$ cat config.mk
export PLATFORM = sky130hd
export DESIGN_NAME = uart_tx_arbiter_flat
export DESIGN_NICKNAME = d
export VERILOG_FILES = /design/src/rtl/uart_tx_arbiter_if.sv /design/src/rtl/uart_tx_arbiter.sv /design/src/flat_wrapper.sv
export SDC_FILE = /design/constraint.sdc
export NUM_CORES = 1
export LEC_CHECK = 0
export CORE_MARGIN = 2
export CORE_UTILIZATION = 30
export CTS_CLUSTER_DIAMETER = 80
export DETAILED_ROUTE_END_ITERATION = 8
export SYNTH_ARGS = -nofsm -noshare
export SYNTH_HDL_FRONTEND = slang
export SYNTH_SLANG_ARGS = --single-unit
$ cat constraint.sdc
create_clock -name clk -period 2.4 [get_ports clk]
set_input_delay 0.48 -clock clk [delete_from_list [all_inputs] [get_ports clk]]
set_output_delay 0.48 -clock clk [all_outputs]
set_load 0.01 [all_outputs]
$ cat src/rtl/uart_tx_arbiter_if.sv
// ---------------------------------------------------------------------------
// uart_tx_arbiter_if
//   Bus bundle between the requesting clients, the arbiter and uart_tx.
//
//   Client side handshake: req[i] acts as "valid". The client holds req[i]
//   and its byte data_in[i*DATA_SIZE +: DATA_SIZE] stable until it sees
//   ack[i]. ack[i] is a one-cycle pulse that means the byte has been taken.
//   The client may change req/data in the cycle after ack. Lowering req
//   before ack withdraws the byte, and no ack follows.
//
//   uart_tx side: tx_start is a one-cycle pulse with tx_data valid.
//   tx_data stays stable afterwards. tx_done_tick is a one-cycle pulse
//   from uart_tx when the stop bit ends.
//
//   Signals
//     req           client -> arbiter   per-requester byte valid
//     data_in       client -> arbiter   packed bytes, requester i at slice i
//     ack           arbiter -> client   one-hot byte-taken pulse
//     tx_start      arbiter -> uart_tx  start pulse
//     tx_data       arbiter -> uart_tx  byte to send
//     tx_done_tick  uart_tx -> arbiter  end-of-frame pulse
//
//   Modports
//     master : environment view (clients plus uart_tx)
//     slave  : arbiter view
// ---------------------------------------------------------------------------
interface uart_tx_arbiter_if #(
    parameter int NUM_REQ   = 4,
    parameter int DATA_SIZE = 8
) ();
    logic [NUM_REQ-1:0]           req;
    logic [NUM_REQ*DATA_SIZE-1:0] data_in;
    logic [NUM_REQ-1:0]           ack;
    logic                         tx_start;
    logic [DATA_SIZE-1:0]         tx_data;
    logic                         tx_done_tick;

    modport master (
        output req,
        output data_in,
        output tx_done_tick,
        input  ack,
        input  tx_start,
        input  tx_data
    );

    modport slave (
        input  req,
        input  data_in,
        input  tx_done_tick,
        output ack,
        output tx_start,
        output tx_data
    );
endinterface

$ cat src/rtl/uart_tx_arbiter.sv
// ---------------------------------------------------------------------------
// uart_tx_arbiter
//   Round-robin arbiter that shares one uart_tx between NUM_REQ byte sources.
//   The arbiter grants one requester, sends its byte to uart_tx and waits for
//   tx_done_tick. A grantee that keeps requesting holds the grant for up to
//   BURST_MAX back-to-back bytes. After that the grant rotates. A watchdog
//   gives up on a byte when uart_tx never reports done.
//
//   Ports
//     clk          system clock
//     reset_n      asynchronous, active-low reset
//     bus          uart_tx_arbiter_if.slave: req/data_in/ack towards the
//                  clients, tx_start/tx_data/tx_done_tick towards uart_tx
//     grant_id     index of the current or last granted requester
//     busy         high in every state except IDLE
//     timeout_err  one-cycle pulse when the watchdog expires
//     state_dbg    raw FSM state, for observation only
// ---------------------------------------------------------------------------
module uart_tx_arbiter #(
    parameter int NUM_REQ   = 4,
    parameter int DATA_SIZE = 8,
    parameter int BURST_MAX = 16,
    parameter int TIMEOUT   = 16384
) (
    input  logic                       clk,
    input  logic                       reset_n,
    uart_tx_arbiter_if.slave           bus,
    output logic [$clog2(NUM_REQ)-1:0] grant_id,
    output logic                       busy,
    output logic                       timeout_err,
    output logic [1:0]                 state_dbg
);

    localparam int ID_W = $clog2(NUM_REQ);
    localparam int BC_W = $clog2(BURST_MAX + 1);
    // A disabled watchdog (TIMEOUT == 0) still keeps a 1-bit counter so that
    // the widths stay legal. The counter then never moves.
    localparam int WD_W = (TIMEOUT > 0) ? $clog2(TIMEOUT + 1) : 1;

    localparam logic [BC_W-1:0]    BC_MAX  = BC_W'(BURST_MAX);
    localparam logic [WD_W-1:0]    WD_SAT  = WD_W'(TIMEOUT);
    localparam logic [WD_W-1:0]    WD_LAST = (TIMEOUT > 0) ? WD_W'(TIMEOUT - 1) : '0;
    localparam logic [NUM_REQ-1:0] ONE_REQ = NUM_REQ'(1);

    typedef enum logic [1:0] {
        IDLE = 2'd0,
        LOAD = 2'd1,
        WAIT = 2'd2
    } state_t;

    state_t          state;
    logic [ID_W-1:0] rr_ptr;
    logic [BC_W-1:0] burst_cnt;
    logic [WD_W-1:0] wd_cnt;

    logic [ID_W-1:0] pick;
    logic [ID_W-1:0] idx;
    logic            found;
    logic [ID_W-1:0] grant_after;
    logic            wd_expired;

    assign state_dbg = state;

    // The wrap is written out explicitly so that non-power-of-2 NUM_REQ
    // never produces an index past the last requester.
    function automatic logic [ID_W-1:0] wrap_inc(input logic [ID_W-1:0] i);
        if (i == ID_W'(NUM_REQ - 1)) begin
            return '0;
        end
        return i + ID_W'(1);
    endfunction

    // The search starts at rr_ptr, so the requester that finished last has
    // the lowest priority.
    always_comb begin
        pick  = rr_ptr;
        found = 1'b0;
        idx   = rr_ptr;
        for (int k = 0; k < NUM_REQ; k++) begin
            if (!found && bus.req[idx]) begin
                pick  = idx;
                found = 1'b1;
            end
            idx = wrap_inc(idx);
        end
    end

    assign grant_after = wrap_inc(grant_id);
    assign wd_expired  = (TIMEOUT != 0) && (wd_cnt == WD_LAST);

    always_ff @(posedge clk or negedge reset_n) begin
        if (!reset_n) begin
            state        <= IDLE;
            bus.ack      <= '0;
            bus.tx_start <= 1'b0;
            bus.tx_data  <= '0;
            grant_id     <= '0;
            busy         <= 1'b0;
            timeout_err  <= 1'b0;
            rr_ptr       <= '0;
            burst_cnt    <= '0;
            wd_cnt       <= '0;
        end else begin
            bus.ack      <= '0;
            bus.tx_start <= 1'b0;
            timeout_err  <= 1'b0;

            case (state)
                IDLE: begin
                    if (|bus.req) begin
                        grant_id  <= pick;
                        burst_cnt <= '0;
                        busy      <= 1'b1;
                        state     <= LOAD;
                    end
                end

                LOAD: begin
                    if (bus.req[grant_id]) begin
                        bus.tx_start <= 1'b1;
                        bus.tx_data  <= bus.data_in[grant_id*DATA_SIZE +: DATA_SIZE];
                        bus.ack      <= ONE_REQ << grant_id;
                        wd_cnt       <= '0;
                        burst_cnt    <= burst_cnt + BC_W'(1);
                        state        <= WAIT;
                    end else begin
                        // The requester withdrew between arbitration and load.
                        rr_ptr <= grant_after;
                        busy   <= 1'b0;
                        state  <= IDLE;
                    end
                end

                WAIT: begin
                    if (wd_cnt != WD_SAT) begin
                        wd_cnt <= wd_cnt + WD_W'(1);
                    end
                    // A done tick in the same cycle as the watchdog expiry
                    // takes priority, so a late but valid frame is not
                    // reported as an error.
                    if (bus.tx_done_tick) begin
                        if (bus.req[grant_id] && (burst_cnt < BC_MAX)) begin
                            state <= LOAD;
                        end else begin
                            rr_ptr    <= grant_after;
                            burst_cnt <= '0;
                            busy      <= 1'b0;
                            state     <= IDLE;
                        end
                    end else if (wd_expired) begin
                        timeout_err <= 1'b1;
                        rr_ptr      <= grant_after;
                        busy        <= 1'b0;
                        state       <= IDLE;
                    end
                end

                default: begin
                    busy  <= 1'b0;
                    state <= IDLE;
                end
            endcase
        end
    end

endmodule
$ cat src/flat_wrapper.sv
// flat-port wrapper written by rule: the top's interface ports become plain ports
module uart_tx_arbiter_flat 
#(
    parameter int NUM_REQ   = 4,
    parameter int DATA_SIZE = 8,
    parameter int BURST_MAX = 16,
    parameter int TIMEOUT   = 16384
)
  (clk, reset_n, grant_id, busy, timeout_err, state_dbg, bus_req, bus_data_in, bus_tx_done_tick, bus_ack, bus_tx_start, bus_tx_data);
  uart_tx_arbiter_if #(.NUM_REQ(NUM_REQ), .DATA_SIZE(DATA_SIZE)) bus_i ();
  input  logic clk;
  input  logic reset_n;
  output logic [$clog2(NUM_REQ)-1:0] grant_id;
  output logic busy;
  output logic timeout_err;
  output logic [1:0] state_dbg;
  input wire logic [$bits(bus_i.req)-1:0] bus_req;
  input wire logic [$bits(bus_i.data_in)-1:0] bus_data_in;
  input wire logic [$bits(bus_i.tx_done_tick)-1:0] bus_tx_done_tick;
  output wire logic [$bits(bus_i.ack)-1:0] bus_ack;
  output wire logic [$bits(bus_i.tx_start)-1:0] bus_tx_start;
  output wire logic [$bits(bus_i.tx_data)-1:0] bus_tx_data;
  assign bus_i.req = bus_req;
  assign bus_i.data_in = bus_data_in;
  assign bus_i.tx_done_tick = bus_tx_done_tick;
  assign bus_ack = bus_i.ack;
  assign bus_tx_start = bus_i.tx_start;
  assign bus_tx_data = bus_i.tx_data;
  uart_tx_arbiter #(.NUM_REQ(NUM_REQ), .DATA_SIZE(DATA_SIZE), .BURST_MAX(BURST_MAX), .TIMEOUT(TIMEOUT)) u_core (.clk(clk), .reset_n(reset_n), .bus(bus_i), .grant_id(grant_id), .busy(busy), .timeout_err(timeout_err), .state_dbg(state_dbg));
endmodule
==> impl_summary.txt, run 1 <==
----------------------------------------------------
[Logic synthesis]
  Fraction of the yosys area taken by sequential cells ... 0.381
  Average footprint of a synthesized cell ... 9.32 um2
  Unique masters post-synth ... 48
  Synthesized net count ... 340
  Fraction of synthesis flops using an asynchronous set or reset pin ... 1.00
  Synth Register Bits ... 41
  Cells after Synth ... 289
  Post-synthesis cell area ... 2690 um2
  Count of synthesis-stage warnings from yosys ... 0
  Number of enable flip-flop cells after synthesis ... 0
  Leading register cell type out of synthesis ... sky130_fd_sc_hd__dfrtp_1

[Clock tree]
  Clock insertion delay at the later pin of the skew report ... 0.30 ns
  CTS tree ... done
  Buffer cell driving the clock tree root ... sky130_fd_sc_hd__clkbuf_8
  Clock transition at the register clock pins on the worst setup and hold paths after CTS ... 0.09 ns
  Count of buffers added by post-CTS timing repair for setup ... 0
  Number of buffers created by CTS ... 5
  Maximum level of the CTS H-tree ... 2
  CTS sink count ... 41
  Post-cts repair resize count ... 0
  Post-CTS Hold Fix Bufs ... 0
  Maximum buffer depth of the clock tree ... 2

[Timing]
  Final setup violation count ... 0
  Shortest clock period the worst path allows after layout ... 2.19 ns
  Final hold violation count ... 0
  Clk_skew ... 0.0104 ns
  Setup repair after global routing missed its margin ... no
  Max Freq ... 458 MHz
  Worst relative slew slack ... 0.700
  Worst Tran Pin Value ... 0.444 ns
  Sum of negative setup slack ... 0 ns
  Max-slew violation count ... 0
  Crit share post-route ... 0.911

[Global routing]
  Via count of the first global-routing pass ... 2,395
  Overflow left after global routing ... 0
  Initial antenna violation count ... 0
  Wire length of the first global-routing pass ... 11.5 mm
  Maximum number of pins on one net before global-route repair ... 26
  Gr usage total ... 0.144

[Final layout]
  Most common cell after layout, fill and taps aside ... sky130_fd_sc_hd__clkdlybuf4s50_1
  Layout Utilization ... 0.423
  Fraction of final layout cells sized beyond drive strength 1 ... 0.171
  Count of nets after finishing ... 419
  Diode insertion count for antenna repair ... 0
  Top library cells by usage in the layout, fill and taps aside ... sky130_fd_sc_hd__clkdlybuf4s50_1, sky130_fd_sc_hd__nand2_1, sky130_fd_sc_hd__dfrtp_1
  Area growth from synthesis to layout ... 37.0%
  Total of fill cells in the finished design ... 855

[Routing]
  Detailed-route vias per instance ... 5.09
  Final antenna-violating net count ... 0
  1st-iter DRT viols ... 125
  First-pass detailed-route iteration total ... 4
  Final wirelength ... 6.73 mm
  Via count ... 2,426
  DRC viols ... 0
  Routed wire per std cell ... 14.1 um

[Worst setup path]
  Destination of the worst register-to-register timing path ... u_core.rr_ptr[0]$_DFFE_PN0P_
  Origin of the critical flop-to-flop path ... u_core.wd_cnt[0]$_DFFE_PN0P_
  Crit path max-delay cell type ... sky130_fd_sc_hd__or4_1
  CP Max Fanout ... 8
  Path depth of the worst reg2reg path ... 6
  Max incr delay on CP ... 0.55 ns
  Required time of the worst setup path ... 2.60 ns
  Category of the most critical setup path ... primary input to register
  Type of element capturing the critical path ... register
  Critical Path Source ... bus_req[0]
  R2r setup slk ... 0.25 ns
  Setup crit start kind ... primary input
  Arrival @ worst endpoint ... 2.38 ns
  Most repeated library cell on the critical path ... sky130_fd_sc_hd__buf_4
  Ordered cell list for the critical path ... clkdlybuf4s50_1 -> buf_4 -> or4_1 -> nor2_1 -> a2111o_1 -> buf_4 -> o21ai_0 -> a22o_1

[Worst hold path]
  Min-delay worst type ... primary input to asynchronous set/reset pin

[Die]
  # rows ... 34
  Vertical extent of the die ... 98.8 um
  Placeable Area ... 8720 um2
  Die width ... 98.8 um
  Full die area ... 9750 um2
  Starting Density ... 0.309
  I/O pins ... 58

[Placement]
  Routability congestion estimate ... 0.836
  DP HPWL ... 5.21 mm
  Count of port buffers added during placement ... 57

[Job]
  Count of maximum capacitance violations ... 0

[Outcome]
  Status ... finished, final reports clean

[Power and ir drop]
  Max IR drop VDD ... 0.000621 V
  Static Leakage ... 1.60 nW
  Power density relative to cell area ... 1030 nW/um2

----------------------------------------------------
-- registers in the layout, summed over array words and instances (netlist names) --
name / cells
u_core.busy: 1
u_core.timeout_err: 1
u_core.rr_ptr: 2
u_core.state_dbg: 2
u_core.bus.tx_start: 1
u_core.wd_cnt: 15
u_core.grant_id: 2
u_core.burst_cnt: 5
u_core.bus.tx_data: 8
u_core.bus.ack: 4
-- worst max-delay path, delay by kind of cell --
kind / cells / cell delay, ns
buffers and inverters: 3 / 0.74
AND/OR/NAND/NOR: 2 / 0.74
AO/OA/AOI/OAI: 3 / 0.42
-- cells by family after synthesis --
kind of cell,Yosys count,synth area share
compound gates,66,0.171
buf+inv,29,0.0432
simple gates,121,0.231
flops,41,0.381
fa+ha+maj,12,0.0557
mux,20,0.118
-- layer usage --
layer / track usage / wire length [um] / vias up
met5: 0 / 0 / -
met4: 0.0358 / 93 / 0
met3: 0.0312 / 221 / 6
met2: 0.225 / 3150 / 35
met1: 0.204 / 3260 / 1165
li1: - / - / 1220
-- per-stage QoR --
| step | instances | hold WS, ns | total power [mW] | worst slack (ns) | cell area (um2) |
|---|---|---|---|---|---|
| after global placement | 469 | 0.440 | 3.14 | -0.0774 | 3550 |
| after CTS | 477 | 0.109 | 3.86 | 0.233 | 3690 |
| after floorplan | 289 | 0.184 | 2.27 | 0.168 | 2690 |
| after detailed placement | 469 | 0.439 | 3.15 | -0.101 | 3550 |
| after global routing | 477 | 0.119 | 4.14 | 0.115 | 3690 |
| final | 477 | 0.0991 | 3.81 | 0.215 | 3690 |
-- final cells by class --
type	count	area (um2)	area share
clock buffers	5	68.8	0.0187
clock inverters	3	68.8	0.0187
inverters	15	56.3	0.0153
multi-input cells	219	1550	0.420
flip-flops and latches	41	1030	0.278
well taps	108	135	0.0366
repair buffers	86	783	0.212
-- synth_stat cells, drive strengths merged, types with 2 or more instances --
library cell   n  area [um2]
a21oi          2        10.0
nor3           3        15.0
nor2          11        41.3
nor4bb         2        20.0
clkbuf        12        45.0
a22o          14         123
nand2         49         184
mux2i          6        60.1
nand4          6        37.5
and3           7        43.8
nor4           3        18.8
o21ai         21         105
a31oi          8        50.1
buf            2        15.0
nor4b          2        17.5
mux2           5        56.3
and4           4        35.0
ha            12         150
nand2b         3        18.8
a221oi         2        17.5
mux4           9         203
inv           14        52.6
nor2b          3        18.8
dfrtp         41        1030
and2           4        25.0
or3            2        12.5
nand3          9        45.0
o31ai          2        15.0
or2            9        56.3
o22ai          3        18.8
o21a           3        22.5
-- how the worst max path moves through the flow --
stage | endpoint | slack [ns] | depth (start not counted)
after floorplan | u_core.burst_cnt[4]$_DFFE_PN0P_ | 0.17 | 5
after global placement | u_core.burst_cnt[4]$_DFFE_PN0P_ | -0.08 | 5
after detailed placement | u_core.burst_cnt[3]$_DFFE_PN0P_ | -0.10 | 8
after CTS | u_core.burst_cnt[4]$_DFFE_PN0P_ | 0.23 | 5
after global routing | u_core.burst_cnt[0]$_DFFE_PN0P_ | 0.12 | 8
final | u_core.burst_cnt[3]$_DFFE_PN0P_ | 0.21 | 8
-- report_power, final --
part	switching [mW]	internal, mW
clock network	0.264	0.419
logic	1.04	1.07
registers	0.146	0.859
total	1.45	2.35
(Power assumes the default switching activity.)
==> run 2: changes to the inputs <==
Settings changed: CORE_UTILIZATION 30 to 50, PLACE_DENSITY from default to 0.79.
Clock period 2.4 ns to 2.1 ns, I/O delays scaled along.
==> impl_summary.txt, run 2 (synthesis gave the netlist of run 1 again) <==
----------------------------------------------------
[Clock tree]
  CTS sink count ... 41 (unchanged)
  Maximum buffer depth of the clock tree ... 2 (unchanged)
  Post-CTS Hold Fix Bufs ... 0 (unchanged)
  Number of buffers created by CTS ... 5 (unchanged)
  Buffer cell driving the clock tree root ... sky130_fd_sc_hd__clkbuf_8
  CTS tree ... done
  Maximum level of the CTS H-tree ... 2 (unchanged)
  Clock transition at the register clock pins on the worst setup and hold paths after CTS ... 0.09 ns (about the same)
  Clock insertion delay at the later pin of the skew report ... 0.30 ns (about the same)

[Worst setup path]
  Critical Path End ... u_core.burst_cnt[4]$_DFFE_PN0P_
  Crit path max-delay cell type ... sky130_fd_sc_hd__mux4_2
  CP Max Fanout ... 3 (-5)
  Required time of the worst setup path ... 2.33 ns (-0.27 ns)
  Origin of the critical flop-to-flop path ... u_core.grant_id[0]$_DFFE_PN0P_
  Kind of cell adding the most delay to the critical path ... simple AND/OR/NAND/NOR gates
  R2r setup slk ... 0.04 ns (-0.21 ns)
  Path depth of the worst reg2reg path ... 4 (-2)
  Ordered cell list for the critical path ... mux4_2 -> a2111o_1 -> or4b_1 -> nand3_1
  Arrival @ worst endpoint ... 2.29 ns (-0.09 ns)
  Setup crit start kind ... register
  Buffering stage count on the worst path with inverters included ... 0 (-3)
  Destination of the worst register-to-register timing path ... u_core.burst_cnt[4]$_DFFE_PN0P_
  WP depth ... 4 (-4)
  Category of the most critical setup path ... register to register
  Max incr delay on CP ... 0.55 ns (about the same)
  Critical Path Source ... u_core.grant_id[0]$_DFFE_PN0P_
  Type of element capturing the critical path ... register

[Timing]
  Worst hold margin ... 0.0968 ns (-0.00223 ns)
  Final hold violation count ... 0 (unchanged)
  Worst Tran Pin Value ... 0.533 ns (+0.0885 ns)
  Worst relative slew slack ... 0.640 (-0.0598)
  Shortest clock period the worst path allows after layout ... 2.06 ns
  Crit share post-route ... 0.983
  Sum of negative setup slack ... 0 ns (unchanged)
  Clk_skew ... 0.00857 ns (-0.00178 ns)
  Max Freq ... 484 MHz
  Setup repair after global routing missed its margin ... yes
  Max-slew violation count ... 0 (unchanged)
  Final setup violation count ... 0 (unchanged)

[Final layout]
  Count of nets after finishing ... 425 (+1.4%)
  Top library cells by usage in the layout, fill and taps aside ... sky130_fd_sc_hd__clkdlybuf4s50_1, sky130_fd_sc_hd__nand2_1, sky130_fd_sc_hd__dfrtp_1
  Top Registers ... u_core.wd_cnt: 15 flops, u_core.bus.tx_data: 8 flops, u_core.burst_cnt: 5 flops
  Area growth from synthesis to layout ... 37.5%
  Fraction of final layout cells sized beyond drive strength 1 ... 0.197 (+0.0266)
  Diode insertion count for antenna repair ... 0 (unchanged)
  Total of fill cells in the finished design ... 398 (-53%)
  Post-layout instance area ... 3700 um2 (+0.37%)
  Number of flip-flops under the largest register name ... 15 (unchanged)
  Most flops, register ... u_core.wd_cnt
  Most common cell after layout, fill and taps aside ... sky130_fd_sc_hd__clkdlybuf4s50_1
  Layout Utilization ... 0.721 (+0.297)

[Power and ir drop]
  Pwr Total ... 4.38 mW (+15%)
  Power density relative to cell area ... 1180 nW/um2 (+15%)
  Static Leakage ... 1.66 nW (+3.7%)
  Max IR drop VDD ... 0.000697 V (+12%)

[Global routing]
  Maximum number of pins on one net before global-route repair ... 26 (unchanged)
  Overflow left after global routing ... 0 (unchanged)
  Gr usage total ... 0.254 (+0.110)
  Via count of the first global-routing pass ... 2,566 (+7.1%)
  Wire length of the first global-routing pass ... 12.2 mm (+6.3%)
  Initial antenna violation count ... 0 (unchanged)

[Routing]
  Final wirelength ... 7.22 mm (+7.4%)
  Final antenna-violating net count ... 0 (unchanged)
  Via count ... 2,567 (+5.8%)
  Detailed-route vias per instance ... 5.77 (+13%)
  1st-iter DRT viols ... 292 (+130%)
  First-pass detailed-route iteration total ... 4 (unchanged)
  Routed wire per std cell ... 16.2 um (+15%)
  DRC viols ... 0 (unchanged)

[Placement]
  DP HPWL ... 5.37 mm (+3.0%)
  Count of port buffers added during placement ... 57 (unchanged)
  Routability congestion estimate ... 0.848 (+1.4%)
  Instance area at placement ... 3560 um2 (+0.11%)

[Worst hold path]
  Min-delay worst type ... primary input to asynchronous set/reset pin

[Die]
  I/O pins ... 58 (unchanged)
  Starting Density ... 0.524 (+0.215)
  # rows ... 26 (-24%)
  Full die area ... 5990 um2 (-39%)
  Vertical extent of the die ... 77.4 um (-22%)
  Die width ... 77.4 um (-22%)
  Placeable Area ... 5140 um2 (-41%)

[Job]
  Count of maximum capacitance violations ... 0 (unchanged)

[Outcome]
  Status ... finished, final reports clean

----------------------------------------------------
## run 2: worst min path at each step
stage / endpoint / from
after global placement: u_core.wd_cnt[5]$_DFFE_PN0P_ / reset_n
after floorplan: u_core.burst_cnt[0]$_DFFE_PN0P_ / reset_n
after detailed placement: u_core.wd_cnt[10]$_DFFE_PN0P_ / reset_n
final: u_core.wd_cnt[10]$_DFFE_PN0P_ / reset_n
after CTS: u_core.wd_cnt[10]$_DFFE_PN0P_ / reset_n
after global routing: u_core.timeout_err$_DFF_PN0_ / reset_n
## run 2: routing by layer
metal,share of wire,wire length (um),GRT usage,vias to the layer above
li1,-,-,-,1228
met1,0.42,3060,0.333,1234
met2,0.51,3660,0.430,86
met3,0.048,349,0.0372,19
met4,0.021,153,0.0911,0
met5,0,0,0,-
## run 2: timing repair
item,4_1_cts,5_1_grt
setup buffers,1,0
resized for setup,3,7
pin swaps,1,4
hold endpoints to repair,0,0
setup endpoints to repair,4,28
## run 2: final cells by class
type / instances / area [um2] / area share
timing repair buffer: 92 / 851 / 0.230
multi-input combinational: 219 / 1570 / 0.423
sequential: 41 / 1030 / 0.277
clock buffer: 5 / 68.8 / 0.0186
inverter: 15 / 56.3 / 0.0152
clock inverter: 3 / 46.3 / 0.0125
tap: 70 / 87.6 / 0.0236
## run 2: worst reg2reg max path, cell delays in order, from the launching register on
cell and delay [ns]:
sky130_fd_sc_hd__dfrtp_2 0.39, sky130_fd_sc_hd__mux4_2 0.55, sky130_fd_sc_hd__a2111o_1 0.46, sky130_fd_sc_hd__or4b_1 0.52, sky130_fd_sc_hd__nand3_1 0.09
## run 2: report_power, final
group	internal (mW)	leakage (nW)	switching, mW	total, mW
Clock	0.356	0.0543	0.296	0.652
Combinational	1.30	1.06	1.32	2.62
Sequential	0.984	0.543	0.115	1.10
## run 2: stage by stage
stage	setup slack (ns)	instances
finish	0.0350	445
global route	-0.0429	445
CTS	0.00822	445
detailed placement	-0.395	436
global placement	-0.319	436
floorplan	-0.0547	289
